$ cat src/rtl/des_round_sequencer.sv
// Iterative DES controller: IP/PC-1 on accept, 16 Feistel rounds through an external
// f-function with on-the-fly subkey generation, then FP and a valid/ready result port.
module des_round_sequencer (
  input  logic        clk,
  input  logic        rst,
  input  logic        in_valid,
  output logic        in_ready,
  input  logic        decrypt,
  input  logic [0:63] block_in,
  input  logic [0:63] key_in,
  output logic [0:31] f_r,
  output logic [0:47] f_k,
  input  logic [0:31] f_out,
  output logic        out_valid,
  input  logic        out_ready,
  output logic [0:63] block_out,
  output logic [3:0]  round_idx
);

  typedef enum logic [1:0] {S_IDLE, S_ROUND, S_DONE} state_t;

  // Permutation tables use DES 1-based bit numbers; bit 0 of a vector is DES bit 1.
  localparam int IP_T [64] = '{
    58, 50, 42, 34, 26, 18, 10, 2,  60, 52, 44, 36, 28, 20, 12, 4,
    62, 54, 46, 38, 30, 22, 14, 6,  64, 56, 48, 40, 32, 24, 16, 8,
    57, 49, 41, 33, 25, 17,  9, 1,  59, 51, 43, 35, 27, 19, 11, 3,
    61, 53, 45, 37, 29, 21, 13, 5,  63, 55, 47, 39, 31, 23, 15, 7};
  localparam int FP_T [64] = '{
    40, 8, 48, 16, 56, 24, 64, 32,  39, 7, 47, 15, 55, 23, 63, 31,
    38, 6, 46, 14, 54, 22, 62, 30,  37, 5, 45, 13, 53, 21, 61, 29,
    36, 4, 44, 12, 52, 20, 60, 28,  35, 3, 43, 11, 51, 19, 59, 27,
    34, 2, 42, 10, 50, 18, 58, 26,  33, 1, 41,  9, 49, 17, 57, 25};
  localparam int PC1_T [56] = '{
    57, 49, 41, 33, 25, 17,  9,   1, 58, 50, 42, 34, 26, 18,
    10,  2, 59, 51, 43, 35, 27,  19, 11,  3, 60, 52, 44, 36,
    63, 55, 47, 39, 31, 23, 15,   7, 62, 54, 46, 38, 30, 22,
    14,  6, 61, 53, 45, 37, 29,  21, 13,  5, 28, 20, 12,  4};
  localparam int PC2_T [48] = '{
    14, 17, 11, 24,  1,  5,   3, 28, 15,  6, 21, 10,
    23, 19, 12,  4, 26,  8,  16,  7, 27, 20, 13,  2,
    41, 52, 31, 37, 47, 55,  30, 40, 51, 45, 33, 48,
    44, 49, 39, 56, 34, 53,  46, 42, 50, 36, 29, 32};

  state_t      state_q, state_d;
  logic [0:31] l_q, l_d, r_q, r_d;
  logic [0:27] c_q, c_d, d_q, d_d;
  logic [3:0]  rnd_q, rnd_d;
  logic        mode_q, mode_d;
  logic [0:63] block_out_q, block_out_d;

  logic [0:63] ip_w, fp_in_w, fp_w;
  logic [0:55] pc1_w, cd_rot_w;
  logic [0:47] pc2_w;
  logic [0:27] c_rot, d_rot;
  logic        shift_one;
  logic        unused_parity;

  assign unused_parity = ^{key_in[7], key_in[15], key_in[23], key_in[31],
                           key_in[39], key_in[47], key_in[55], key_in[63]};

  // Final round writes {R16, L16} = {L15 ^ f, R15}; FP sees the un-swapped halves.
  assign fp_in_w  = {l_q ^ f_out, r_q};
  assign cd_rot_w = {c_rot, d_rot};

  genvar gi;
  generate
    for (gi = 0; gi < 64; gi++) begin : g_ip_fp
      assign ip_w[gi] = block_in[IP_T[gi] - 1];
      assign fp_w[gi] = fp_in_w[FP_T[gi] - 1];
    end
    for (gi = 0; gi < 56; gi++) begin : g_pc1
      assign pc1_w[gi] = key_in[PC1_T[gi] - 1];
    end
    for (gi = 0; gi < 48; gi++) begin : g_pc2
      assign pc2_w[gi] = cd_rot_w[PC2_T[gi] - 1];
    end
  endgenerate

  // Rounds 1,2,9,16 shift by one; decrypt mirrors the schedule right-wards and skips round 1.
  always_comb begin
    shift_one = (rnd_q == 4'd0) || (rnd_q == 4'd1) || (rnd_q == 4'd8) || (rnd_q == 4'd15);
    c_rot = c_q;
    d_rot = d_q;
    if (!mode_q) begin
      if (shift_one) begin
        c_rot = {c_q[1:27], c_q[0]};
        d_rot = {d_q[1:27], d_q[0]};
      end else begin
        c_rot = {c_q[2:27], c_q[0:1]};
        d_rot = {d_q[2:27], d_q[0:1]};
      end
    end else if (rnd_q != 4'd0) begin
      if (shift_one) begin
        c_rot = {c_q[27], c_q[0:26]};
        d_rot = {d_q[27], d_q[0:26]};
      end else begin
        c_rot = {c_q[26:27], c_q[0:25]};
        d_rot = {d_q[26:27], d_q[0:25]};
      end
    end
  end

  always_ff @(posedge clk) begin
    if (rst) begin
      state_q     <= S_IDLE;
      l_q         <= '0;
      r_q         <= '0;
      c_q         <= '0;
      d_q         <= '0;
      rnd_q       <= '0;
      mode_q      <= 1'b0;
      block_out_q <= '0;
    end else begin
      state_q     <= state_d;
      l_q         <= l_d;
      r_q         <= r_d;
      c_q         <= c_d;
      d_q         <= d_d;
      rnd_q       <= rnd_d;
      mode_q      <= mode_d;
      block_out_q <= block_out_d;
    end
  end

  always_comb begin
    state_d = state_q;
    case (state_q)
      S_IDLE:  if (in_valid) state_d = S_ROUND;
      S_ROUND: if (rnd_q == 4'd15) state_d = S_DONE;
      S_DONE:  if (out_ready) state_d = S_IDLE;
      default: state_d = S_IDLE;
    endcase
  end

  always_comb begin
    l_d         = l_q;
    r_d         = r_q;
    c_d         = c_q;
    d_d         = d_q;
    rnd_d       = rnd_q;
    mode_d      = mode_q;
    block_out_d = block_out_q;
    case (state_q)
      S_IDLE: begin
        if (in_valid) begin
          {l_d, r_d} = ip_w;
          {c_d, d_d} = pc1_w;
          rnd_d      = 4'd0;
          mode_d     = decrypt;
        end
      end
      S_ROUND: begin
        l_d   = r_q;
        r_d   = l_q ^ f_out;
        c_d   = c_rot;
        d_d   = d_rot;
        rnd_d = rnd_q + 4'd1;
        if (rnd_q == 4'd15) block_out_d = fp_w;
      end
      default: ;
    endcase
  end

  always_comb begin
    in_ready  = (state_q == S_IDLE) && !rst;
    out_valid = (state_q == S_DONE);
    round_idx = (state_q == S_ROUND) ? rnd_q : 4'd0;
  end

  assign f_r       = r_q;
  assign f_k       = pc2_w;
  assign block_out = block_out_q;

endmodule

$ cat config.mk
export PLATFORM = sky130hd
export DESIGN_NAME = des_round_sequencer
export DESIGN_NICKNAME = d
export VERILOG_FILES = /design/src/rtl/des_round_sequencer.sv
export SDC_FILE = /design/constraint.sdc
export NUM_CORES = 1
export LEC_CHECK = 0
export ABC_AREA = 1
export CORE_MARGIN = 4
export CORE_UTILIZATION = 43
export DETAILED_ROUTE_END_ITERATION = 10
export PLACE_DENSITY = 0.87
export SYNTH_ARGS = -nofsm -noshare
export SYNTH_HDL_FRONTEND = slang
export SYNTH_SLANG_ARGS = --single-unit
$ cat constraint.sdc
create_clock -name clk -period 1.6 [get_ports clk]
set_input_delay 0.24 -clock clk [delete_from_list [all_inputs] [get_ports clk]]
set_output_delay 0.24 -clock clk [all_outputs]
set_load 0.02 [all_outputs]
==> results.tsv, run 1 <==
metric	value	unit
ANT cells	0	
Slew headroom	0.6243	
die area	0.02617	mm^2
cells after synthesis	1503	
kind of end point of the critical path	output pin	
Crit Path Max Fanout	22	
Synth Area per Inst	6.764	um^2
CP Cell Sequence	inv_4, ha_1, nand2_4, nand3_4, buf_16, nand2_2, nand2_1, nand2_1, nand3_2, buf_6	
failing checks	setup timing	
Die X	161.8	um
IO Pins	315	
total CTS buffers	17	
first-pass GRT wire length	58470	um
grt met1 use	0.3140	
Synth warnings	0	
actual slew at the worst max-slew pin	0.5636	ns
height of the die	161.8	um
r2r setup slk	-0.25	ns
Pre-antenna DRT Iters	6	
RD Place Congestion	0.8506	
status	finished, violations left	
final wirelength	38130	um
Clk pin slew, worst setup/hold paths	0.09	ns
initial antenna violation count	0	
vias in the first global route	11700	
hold buffers post-CTS	0	
Final ANT Viol Nets	0	
vias per cell	5.558	
WL per Instance	17.60	um
CTS Sinks	191	
Final Skew	0.01735	ns
most frequent cell after synthesis	nand2_1	
Worst Path Arrival	2.07	ns
clk_lat worst skew	0.44	ns
met2 usage	0.4469	
CTS tree	done	
all-layer global routing usage	0.2683	
met3 Resource Use GR	0.09541	
Hold Path Class	in -> reg	
filler instances	1843	
Post-Place Worst Slack	-0.6415	ns
Placed Area	0.01457	mm^2
Rows	56	
max-slew violations	0	
RSZ-0062 raised after global routing	true	
# DRC	0	
synthesized area	0.01017	mm^2
Critical Path Source Type	flop	
via count	12040	
worst ir drop on vdd	0.7992	mV
Post-synth EDFFs	0	
Layout Nets	2002	
Async S/R FF share, synth	0	
Starting Density	0.4357	
htree depth	4	
core area	0.02333	mm^2
Tot Pwr	0.01361	W
hpwl dp	25200	um
Leak	7.183	nW
flops & latches, synth	191	
Yosys top cell area share	0.3761	
# port buffers	306	
Final period util	1.445	
area leader, netlist	dfxtp_1	
final worst slack	-0.7121	ns
Top Usage Layer GRT	met2	
Final Instance Area	0.01579	mm^2
max incr delay on CP	0.38	ns
time the worst path needs with I/O delays and setup	2.312	ns
Power Density	861.8	mW/mm^2
Initial DRC Count	985	
slowest CP cell	dfxtp_4	
cell repeated most along the worst path	nand2_1	
layout cells sized above 1	0.2187	
count of cell types in the netlist	32	
Critical Path RT	1.36	ns
sequential fraction of the synthesis area	0.3761	
final hold vios	0	
root buf cell	clkbuf_16	
Post-Syn Nets	1671	
most frequent cells after synthesis	510 x nand2_1, 191 x dfxtp_1, 170 x a21oi_1	
final core occ	0.6767	
gr ovfl total	0	
Crit Path Class	reg -> out	
CTS Buffer Depth	2	
maximum number of pins on one net before global-route repair	81	
f_max	0.4325	GHz
dominant cells by area after synthesis	dfxtp_1 38%, nand2_1 19%, a21oi_1 8.4%, a22o_1 4.1%, o21ai_0 4.0%	
MaxCap Viol Count	0	
Final setup viols	227	
Layout area overhead	55.31	%
Top FF cell, synth	dfxtp_1	
-- power breakdown --
group | internal [W] | switching (W)
clock network | 0.00222 | 0.00233
registers | 0.00504 | 0.000254
logic | 0.00169 | 0.00206
-- cell families (layout without fill, tap and decap cells) --
kind of cell               count (synthesis)  count (layout)  share of synthesized area
xor gates and xnor gates                  32              32                    0.02757
AOI/OAI and AO/OA                        366             366                     0.2103
DFF                                      191             191                     0.3761
buffers and inverters                    257             601                     0.1137
and+or+nand+nor                          654             654                     0.2686
adders and majority gates                  3               3                   0.003693
-- final timing paths --
kind                                                    to                 startpoint  depth (start not counted)
worst max-delay path                               f_k[40]      rnd_q[1]$_SDFFE_PP0P_                         10
worst min register to register   block_out[7]$_SDFFE_PP0P_  block_out[7]$_SDFFE_PP0P_                          2
worst min-delay path                  c_q[17]$_SDFFE_PP0P_                        rst                          5
worst max register to register  block_out[58]$_SDFFE_PP0P_      rnd_q[0]$_SDFFE_PP0P_                         10
-- repair_timing --
action / 4_1_cts / 5_1_grt
gates resized for setup: 337 / 80
pin swaps: 7 / 5
gates cloned: 6 / 4
setup buffers: 7 / 10
endpoints found under the setup margin: 261 / 267
-- registers in the layout (all words and copies together), names as in the netlist --
signal     count
mode_q         1
block_out     64
state_q        2
d_q           28
l_q           32
rnd_q          4
c_q           28
f_r           32
-- cell usage in the layout, fill, tap and decap left out, types with 3 or more instances in the layout --
master,count
a21oi_1,162
nor2_1,4
inv_8,7
inv_4,3
nand3_1,16
buf_2,19
or2_2,8
clkdlybuf4s50_1,214
xor2_1,10
dfxtp_1,186
o31ai_1,21
nand2_1,447
buf_6,20
xnor2_1,22
inv_1,97
buf_16,7
buf_12,23
dlygate4sd2_1,37
dfxtp_4,3
inv_2,5
nand3_2,23
nand4_1,56
clkinv_8,5
buf_4,135
o21ai_0,74
a31oi_1,32
o211ai_1,8
nor2_4,5
clkbuf_16,20
o21ai_2,6
nand2_2,62
nand3_4,27
a22o_1,48
a21oi_2,7
-- cell type report --
type	count	area (um^2)	share of cell area
sequential	191	3837	0.2430
inverter	106	406.6	0.02575
clock inverter	14	192.7	0.01220
clock buffer	18	439.2	0.02782
timing repair buffer	463	4586	0.2904
tap	319	399.1	0.02528
multi-input combinational	1055	5928	0.3755
-- layer usage --
metal  routed length (um)  vias to the layer above  part of all wire
met5                    0                        -                 0
li1                     -                     5640                 -
met2                17950                      701              0.47
met1                14370                     5561              0.38
met3                 4206                      136              0.11
met4                 1610                        0             0.042
-- through the flow --
stage	std cells	hold WS [ns]	setup TNS, ns
6_report	2166	0.3380	-51.10
5_1_grt	2166	0.3274	-68.32
4_1_cts	2152	0.3288	-35.12
3_5_place_dp	2107	0.4600	-43.48
3_3_place_gp	2107	0.4488	-37.13
2_1_floorplan	1503	0.4031	0
-- worst max-delay path: cells and delay by family, from the launching register on --
family                   cells  cell delay [ns]
AND/OR/NAND/NOR              6             0.66
buffers and inverters        3             0.40
flip-flops                   1             0.38
adder cells (fa/ha/maj)      1             0.20
No activity file was read; power rests on OpenSTA's default activity.
==> inputs of run 2 (changes only) <==
- CORE_UTILIZATION: 43 -> 40
- PLACE_DENSITY: 0.87 -> 0.82
- clock period: 1.6 -> 1.9 ns (I/O delays scaled with it)
==> results.tsv, run 2 (synthesis gave the netlist of run 1 again) <==
metric	value	unit
all-layer global routing usage	0.2533	
worst hold path depth	4	
MaxCap Viol Count	0	
Pre-antenna DRT Iters	5	
core area	0.02511	mm^2
status	finished, violations left	
initial antenna violation count	0	
actual slew at the worst max-slew pin	0.6029	ns
vias in the first global route	11540	
# DRC	0	
final worst slack	-0.4861	ns
hpwl dp	24080	um
Crit Path Class	reg -> out	
failing checks	setup timing	
total CTS buffers	17	
Tot Pwr	0.01146	W
CP Cell Sequence	ha_4, nand3_4, buf_6, buf_4, nand4_1, nand2_2, nand2_2, nand3_4, buf_6	
Sw Share	0.3384	
layout cells sized above 1	0.2125	
max incr delay on CP	0.38	ns
root buf cell	clkbuf_16	
Power Density	731.2	mW/mm^2
Slew headroom	0.5981	
kind of end point of the critical path	output pin	
clk_lat worst skew	0.45	ns
vias per cell	5.536	
Final period util	1.256	
Leak	6.853	nW
CTS Buffer Depth	2	
Initial DRC Count	942	
share of power burned in registers	0.394	
WP depth	9	
time the worst path needs with I/O delays and setup	2.386	ns
commonest cells after routing, fill and taps aside	407 x nand2_1, 251 x clkdlybuf4s50_1, 187 x dfxtp_1	
gr ovfl total	0	
Layout area overhead	54.15	%
Critical Path Source Type	flop	
max-slew violations	0	
WL per Instance	17.89	um
Critical Path RT	1.62	ns
P_sw	0.003878	W
Final setup viols	52	
Largest register FFs	64	
# port buffers	306	
final hold vios	0	
via count	11810	
WP buf/inv	3	
height of the die	167.4	um
Rows	58	
maximum number of pins on one net before global-route repair	86	
most common cell after layout, fill and taps aside	nand2_1	
Layout Nets	1957	
Final ANT Viol Nets	0	
IO Pins	315	
slowest CP cell	dfxtp_4	
cell family with most CP delay	simple AND/OR/NAND/NOR gates	
f_max	0.4191	GHz
die area	0.02803	mm^2
Min Hold Slack	0.2894	ns
Die X	167.4	um
Clk pin slew, worst setup/hold paths	0.08	ns
CTS Sinks	191	
Int Pwr	0.007582	W
first-pass GRT wire length	59150	um
Comb pwr share	0.281	
worst ir drop on vdd	0.5226	mV
Final Skew	0.02281	ns
Worst Path Arrival	2.10	ns
Hold Path Class	in -> reg	
CTS tree	done	
Crit Path Max Fanout	7	
htree depth	4	
RD Place Congestion	0.8639	
Reg2Reg Depth	14	
RSZ-0062 raised after global routing	true	
final wirelength	38150	um
Starting Density	0.4049	
Clock power frac	0.326	
==> run 2: per-stage QoR <==
stage | setup TNS, ns | setup WS, ns | area [um^2] | instances | util
after CTS | -18.18 | -0.4648 | 15140 | 2120 | 0.6031
final | -19.03 | -0.4861 | 15670 | 2133 | 0.6241
after global placement | -25.95 | -0.4950 | 13690 | 2063 | 0.5451
after floorplan | 0 | 0.07449 | 10170 | 1503 | -
after detailed placement | -31.58 | -0.5744 | 13690 | 2063 | 0.5451
after global routing | -24.02 | -0.5559 | 15670 | 2132 | 0.6240
==> run 2: per-layer routing <==
metal  global-route usage  vias up  part of all wire
li1                     -     5539                 -
met1               0.2942     5470              0.38
met2               0.4275      668              0.48
met3              0.08900      132              0.10
met4               0.1013        0             0.044
met5                    0        -                 0
==> run 2: power by group through the flow <==
| stage | clock, W | combinational, W | sequential [W] |
|---|---|---|---|
| after floorplan | 0 | 0.00164 | 0.00449 |
| after global placement | 0 | 0.00269 | 0.00455 |
| after detailed placement | 0 | 0.00273 | 0.00456 |
| after CTS | 0.00381 | 0.00300 | 0.00447 |
| after global routing | 0.00398 | 0.00344 | 0.00454 |
| final | 0.00373 | 0.00321 | 0.00451 |
==> run 2: worst paths after layout <==
check | startpoint | endpoint | slack [ns]
max | rnd_q[0]$_SDFFE_PP0P_ | f_k[26] | -0.49
min | rst | c_q[17]$_SDFFE_PP0P_ | 0.29
max reg2reg | rnd_q[0]$_SDFFE_PP0P_ | c_q[20]$_SDFFE_PP0P_ | -0.08
min reg2reg | block_out[23]$_SDFFE_PP0P_ | block_out[23]$_SDFFE_PP0P_ | 0.47
==> run 2: worst register-to-register path, cell delays in order (launching register included) <==
cell,delay [ns]
dfxtp_4,0.40
inv_4,0.05
ha_4,0.18
nand2_8,0.10
nand3_4,0.10
buf_12,0.17
clkbuf_16,0.18
nand2_2,0.08
nand2_1,0.06
nand2_1,0.07
nand3_2,0.10
buf_4,0.15
buf_4,0.12
nand2_1,0.05
a21oi_1,0.06
==> run 2: final cells by class <==
type	count	area [um^2]
diodes	1	2.502
clock buffers	18	439.2
clock inverters	14	190.2
fillers	2082	9438
inverters	106	406.6
multi-input cells	1055	5966
flip-flops and latches	191	3834
well taps	330	412.9
repair buffers	418	4420
==> run 2: repair_timing <==
item	4_1_cts	5_1_grt
pin swaps	26	46
endpoints found under the hold margin	0	0
hold buffers	0	0
setup buffers	20	12
resized for setup	409	128
cloned	5	3
endpoints found under the setup margin	123	75
==> inputs of run 3 (changes only) <==
- PLACE_DENSITY: 0.82 -> 0.79
- clock period: 1.9 -> 2.6 ns (I/O delays scaled with it)
==> results.tsv, run 3 (synthesis gave the netlist of run 1 again) <==
metric	value	unit
status	finished clean	
via count	11100	
Worst Path Arrival	2.16	ns
Layout area overhead	37.05	%
layout cells sized above 1	0.09274	
# port buffers	306	
Final Skew	0.02658	ns
Tot Pwr	0.007843	W
Layout Nets	1892	
Critical Path RT	2.21	ns
setup TNS	0	ns
CTS Sinks	191	
area of the multi-input gates	0.005286	mm^2
share of power burned in registers	0.415	
RSZ-0062 raised after global routing	true	
final hold vios	0	
htree depth	4	
Leak	6.030	nW
Die X	167.4	um
Final period util	0.9807	
slowest CP cell	dfxtp_2	
final wirelength	34080	um
CTS Buffer Depth	2	
Comb pwr share	0.246	
f_max	0.3922	GHz
hpwl dp	23010	um
clk_lat worst skew	0.44	ns
Pre-antenna DRT Iters	5	
Clock power frac	0.339	
hold buffers post-CTS	0	
vias in the first global route	10660	
Crit Path Class	reg -> out	
core area	0.02511	mm^2
Clk pin slew, worst setup/hold paths	0.08	ns
Sw Share	0.3327	
ANT cells	0	
max-slew violations	0	
Final ANT Viol Nets	0	
Largest register FFs	64	
time the worst path needs with I/O delays and setup	2.550	ns
Final setup viols	0	
Critical Path Source Type	flop	
CTS tree	done	
most common cell after layout, fill and taps aside	nand2_1	
maximum number of pins on one net before global-route repair	110	
commonest cells after routing, fill and taps aside	509 x nand2_1, 255 x clkdlybuf4s50_1, 190 x dfxtp_1	
Power Density	562.9	mW/mm^2
CP Cell Sequence	inv_1, ha_2, nand2_4, nor3_4, buf_4, clkbuf_16, nand2_1, nand3_1, clkdlybuf4s15_2	
die area	0.02803	mm^2
Initial DRC Count	681	
gr ovfl total	0	
root buf cell	clkbuf_16	
max incr delay on CP	0.34	ns
total CTS buffers	17	
Starting Density	0.4049	
Rows	58	
Hold Path Class	in -> reg	
first-pass GRT wire length	54120	um
Seq. cell area	0.003825	mm^2
Slew headroom	0.5762	
actual slew at the worst max-slew pin	0.6358	ns
filler instances	2428	
vias per cell	5.373	
fin cells	2066	
MaxCap Viol Count	0	
Crit Path Max Fanout	20	
kind of end point of the critical path	output pin	
height of the die	167.4	um
WL per Instance	16.50	um
Int Pwr	0.005234	W
IO Pins	315	
all-layer global routing usage	0.2302	
worst ir drop on vdd	0.3819	mV
# DRC	0	
P_sw	0.002609	W
RD Place Congestion	0.8752	
Cells after DPL	2029	
initial antenna violation count	2	
run 3: changes by cell type in the layout (fill, tap and decap cells not counted), moves of 12 or more:
cell and change:
buf_12 -12, nand3_2 -37, nand3_1 +40, nand2_1 +102, nand2_2 -73, buf_4 -27
buf_6 -53, buf_2 +27, nand2_4 -28
run 3: cell type report:
type | count | area share
Clock inverter | 14 | 0.01221
Tap cell | 330 | 0.02964
Clock buffer | 17 | 0.03053
Multi-Input combinational cell | 1055 | 0.3794
Inverter | 106 | 0.02856
Timing Repair Buffer | 353 | 0.2451
Sequential cell | 191 | 0.2745
run 3: power by group through the flow:
stage          logic [W]  registers [W]  clock network (W)
2_1_floorplan    0.00120        0.00328                  0
3_3_place_gp     0.00192        0.00331                  0
3_5_place_dp     0.00194        0.00332                  0
4_1_cts          0.00191        0.00326            0.00271
5_1_grt          0.00210        0.00328            0.00283
6_report         0.00193        0.00326            0.00266
run 3: worst paths after layout:
| kind | endpoint | start | slack (ns) | depth (start not counted) |
|---|---|---|---|---|
| min reg2reg | block_out[55]$_SDFFE_PP0P_ | block_out[55]$_SDFFE_PP0P_ | 0.46 | 2 |
| min | block_out[47]$_SDFFE_PP0P_ | rst | 0.36 | 2 |
| max | f_k[14] | rnd_q[0]$_SDFFE_PP0P_ | 0.05 | 9 |
| max reg2reg | block_out[42]$_SDFFE_PP0P_ | rnd_q[1]$_SDFFE_PP0P_ | 0.67 | 7 |
run 3: routing by layer:
metal / track usage / wire length [um]
met5: 0 / 25
met4: 0.06775 / 766
met3: 0.08640 / 3395
met2: 0.3836 / 16270
met1: 0.2782 / 13620
run 3: metrics by stage:
| step | setup slack (ns) | utilization | hold WS [ns] | instance area, um^2 |
|---|---|---|---|---|
| floorplan | 0.6695 | - | 0.4558 | 10170 |
| global placement | 0.05920 | 0.5318 | 0.4498 | 13350 |
| detailed placement | 0.01419 | 0.5318 | 0.4548 | 13350 |
| CTS | 0.002407 | 0.5558 | 0.3456 | 13960 |
| global route | -0.1113 | 0.5549 | 0.3649 | 13930 |
| finish | 0.05007 | 0.5549 | 0.3626 | 13930 |
run 3: critical path, delay by kind of cell, from the launching register on:
| kind | cells | cell delay, ns |
|---|---|---|
| and+or+nand+nor | 4 | 0.46 |
| adders and majority gates | 1 | 0.22 |
| DFF | 1 | 0.34 |
| buffers and inverters | 4 | 0.71 |
run 3: what timing repair did:
action | CTS | global route
hold endpoints to repair | 0 | 0
setup endpoints to repair | 48 | 48
gates resized for setup | 159 | 66
cloned | 0 | 3
setup buffers | 0 | 3
pin swaps | 1 | 4
==> variant (settings of run 3) <==
Take the reset off `l_q` and load it in a clocked block of its own.
--- a/src/rtl/des_round_sequencer.sv
+++ b/src/rtl/des_round_sequencer.sv
@@ -103,7 +103,6 @@
   always_ff @(posedge clk) begin
     if (rst) begin
       state_q     <= S_IDLE;
-      l_q         <= '0;
       r_q         <= '0;
       c_q         <= '0;
       d_q         <= '0;
@@ -112,7 +111,6 @@
       block_out_q <= '0;
     end else begin
       state_q     <= state_d;
-      l_q         <= l_d;
       r_q         <= r_d;
       c_q         <= c_d;
       d_q         <= d_d;
@@ -120,6 +118,10 @@
       mode_q      <= mode_d;
       block_out_q <= block_out_d;
     end
+  end
+
+  always_ff @(posedge clk) begin
+    l_q <= l_d;
   end
 
   always_comb begin
Formal check against the unedited RTL: same outputs for any inputs over 4 cycles, from zero or initial values and one cycle with rst high; that may be too few to reach the edited logic, so the function may still have changed.
==> variant against run 3 <==
Synthesized area increased by 0.26%. Worst setup slack lost 0.0094 ns. Power grew 4.1%. Final area rose by 1.7%. Combinational power grew 6%. Routed wire length up 5.3%. Sequential power is 3% higher. Critical path depth stayed put. Sequential cell count stayed put. First-iteration DRC count grew 36%. Via count is 3.5% lower. Largest power group unchanged.
==> variant: results (changes against run 3) <==
- CTS placed an instance of clkbuf_16 at the clock tree root.
- Ranked by total cell area, the synthesized netlist is headed by dfxtp_1, nand2_1, edfxtp_1, a21oi_1, o21ai_0.
- The maximum cell stage delay along the critical path was 0.37 ns (+0.03 ns).
- The maximum ir drop on the vdd rail is 0.000565 V (+48%).
- The relative slew slack is 65.9% (+8.3 points).
- The number of DRC violations after detailed routing was 0 (unchanged).
- The overall via count from detail_route is 10700 (-3.5%).
- The weighted congestion reported at the end of routability-driven placement was 0.856 (-2.2%).
- The share of flip-flops with an asynchronous set or reset after synthesis came to 0% (unchanged).
- By count the netlist is led by nand2_1, dfxtp_1, a21oi_1.
- The critical register-to-register path endpoint is d_q[9]$_SDFFE_PP0P_.
- The share of synthesized area occupied by flip-flops and latches is 40.7% (+3.0 points).
- The worst hold path endpoint is d_q[7]$_SDFFE_PP0P_.
- The global-route wire length before repair was 56400 µm (+4.2%).
- The net count of the mapped netlist is 1585 (-5.1%).
- The number of antenna violations at the first check in global routing is 3 (+1).
- The arrival time at the worst endpoint is 2.17 ns.
- The startpoint identified for the worst hold timing path is rst.
- The via count of the first global-routing pass is 10300 (-3.7%).
- The total half-perimeter wirelength after legalization and detailed placement is 24100 µm (+4.6%).
- The number of buffers added on ports is 306 (unchanged).
- The combined global-route utilization of all metal layers is 24.5% (+1.5 points).
- The maximum level of the CTS H-tree is 4 (unchanged).
- The number of enable-type register cells in the synthesized netlist is 32 (+32).
- The flip-flop count of the largest register after layout is 64 (unchanged).
- The maximum clock skew at final layout is 0.0228 ns (-0.00377 ns).
- The count of distinct cell types in the synthesized netlist is 34 (+6.3%).
- The setup slack of the most critical reg-to-reg path is 0.39 ns (-0.28 ns).
- The final net count is 1835 (-3.0%).
- The average wire per cell in the routed design came to 17.8 µm (+8.2%).
- The number of CTS-inserted buffers is 17 (unchanged).
- The net switching share of the total power is 33.7% (+0.47 points).
- The iteration-0 DRC count of the detailed router came to 927 (+36%).
- The peak fanout along the critical path is 24 (+20%).
- The pin count of the biggest net entering global routing was 103 (-6.4%).
- Clock-pin slew was measured on the worst setup and hold paths at 0.09 ns.
- The hold-critical path depth is 2 (unchanged).
- In the synthesized netlist the dominant register cell turns out to be dfxtp_1.
- The first-pass iteration count of the detailed router is 5 (unchanged).
- The share of post-route cells with drive strength above 1 is 10.5% (+1.3 points).
- The final-report setup violation count was 0 (unchanged).
- The synthesis warning total is 0 (unchanged).
- The kind of cell adding the most delay to the critical path is buffers and inverters.
- The worst-case reg-to-reg path depth is 11 (+4).
- The highest-delay cell along the critical path is dfxtp_2.
- The maximum buffer depth of the clock tree is 2 (unchanged).
- The reported leakage power is 6.04 nW (+0.20%).
- The run finished with clean final reports.
- The path class of the tightest hold or removal check is in -> reg.
- The clock latency at the later pin of the worst-skew pair is 0.44 ns (about the same).
- The startpoint of the worst register-to-register path is rnd_q[0]$_SDFFE_PP0P_.
variant: cell types whose count changed after synthesis, sizes merged, moves of 21 or more:
cell and change:
a211oi +32, edfxtp +32, a31oi -32, dfxtp -32, a21oi -21, nor2 +43, nand2 -55
variant: routing by layer:
metal / vias up / part of all wire (%) / wire length, µm / track usage (%)
met2: 456 / 49 / 17600 / 41.7
met5: - / 0.070 / 25 / 0
li1: 5212 / - / - / -
met1: 4976 / 41 / 14600 / 30.9
met4: 4 / 2.8 / 1000 / 7.76
met3: 62 / 7.5 / 2690 / 5.74
variant: worst max path at each step:
stage	startpoint	endpoint	slack, ns	cells past startpoint
final	rnd_q[0]$_SDFFE_PP0P_	f_k[6]	0.04	9
after global routing	rnd_q[0]$_SDFFE_PP0P_	f_k[6]	-0.05	9
after CTS	rnd_q[0]$_SDFFE_PP0P_	f_k[1]	0.007	10
after detailed placement	rnd_q[0]$_SDFFE_PP0P_	f_k[7]	-0.05	9
after global placement	rnd_q[0]$_SDFFE_PP0P_	f_k[7]	0.02	9
after floorplan	rnd_q[0]$_SDFFE_PP0P_	f_k[12]	0.74	9
variant: area by class of cell:
type,instances,area [µm²]
antenna,1,2.50
multi-input combinational,989,4990
tap,330,413
inverter,101,382
clock buffer,17,425
fill,2347,10900
clock inverter,15,208
timing repair buffer,367,3590
sequential,191,4150
variant: timing repair:
| action | 4_1_cts | 5_1_grt |
|---|---|---|
| hold endpoints to repair | 0 | 0 |
| setup endpoints to repair | 48 | 43 |
| pin swaps | 1 | 1 |
| resized for setup | 175 | 33 |
| cloned | 3 | 1 |
| setup buffers | 3 | 0 |
variant: cell families (layout without fill, tap and decap cells):
kind of cell,count (synthesis),in the layout,synth area share (%)
AOI/OAI and AO/OA,338,338,19.6
xor gates and xnor gates,32,32,2.75
adders and majority gates,3,3,0.368
buffers and inverters,238,500,11.1
DFF,191,191,40.7
other,0,1,0
and+or+nand+nor,615,616,25.5
variant: power by group through the flow:
stage / Sequential, mW / Clock [mW] / Combinational (mW)
after global routing: 3.39 / 2.94 / 2.20
after CTS: 3.36 / 2.82 / 2.04
after detailed placement: 3.42 / 0 / 2.04
after floorplan: 3.39 / 0 / 1.23
after global placement: 3.41 / 0 / 2.01
final: 3.36 / 2.77 / 2.04
variant: stage by stage:
stage	cells	instance area, µm²	hold slack [ns]	setup slack (ns)
floorplan	1417	10200	0.457	0.735
global placement	1971	13500	0.447	0.0228
detailed placement	1971	13500	0.455	-0.0505
CTS	2009	14300	0.308	0.00717
global route	2011	14200	0.310	-0.0548
finish	2011	14200	0.322	0.0407
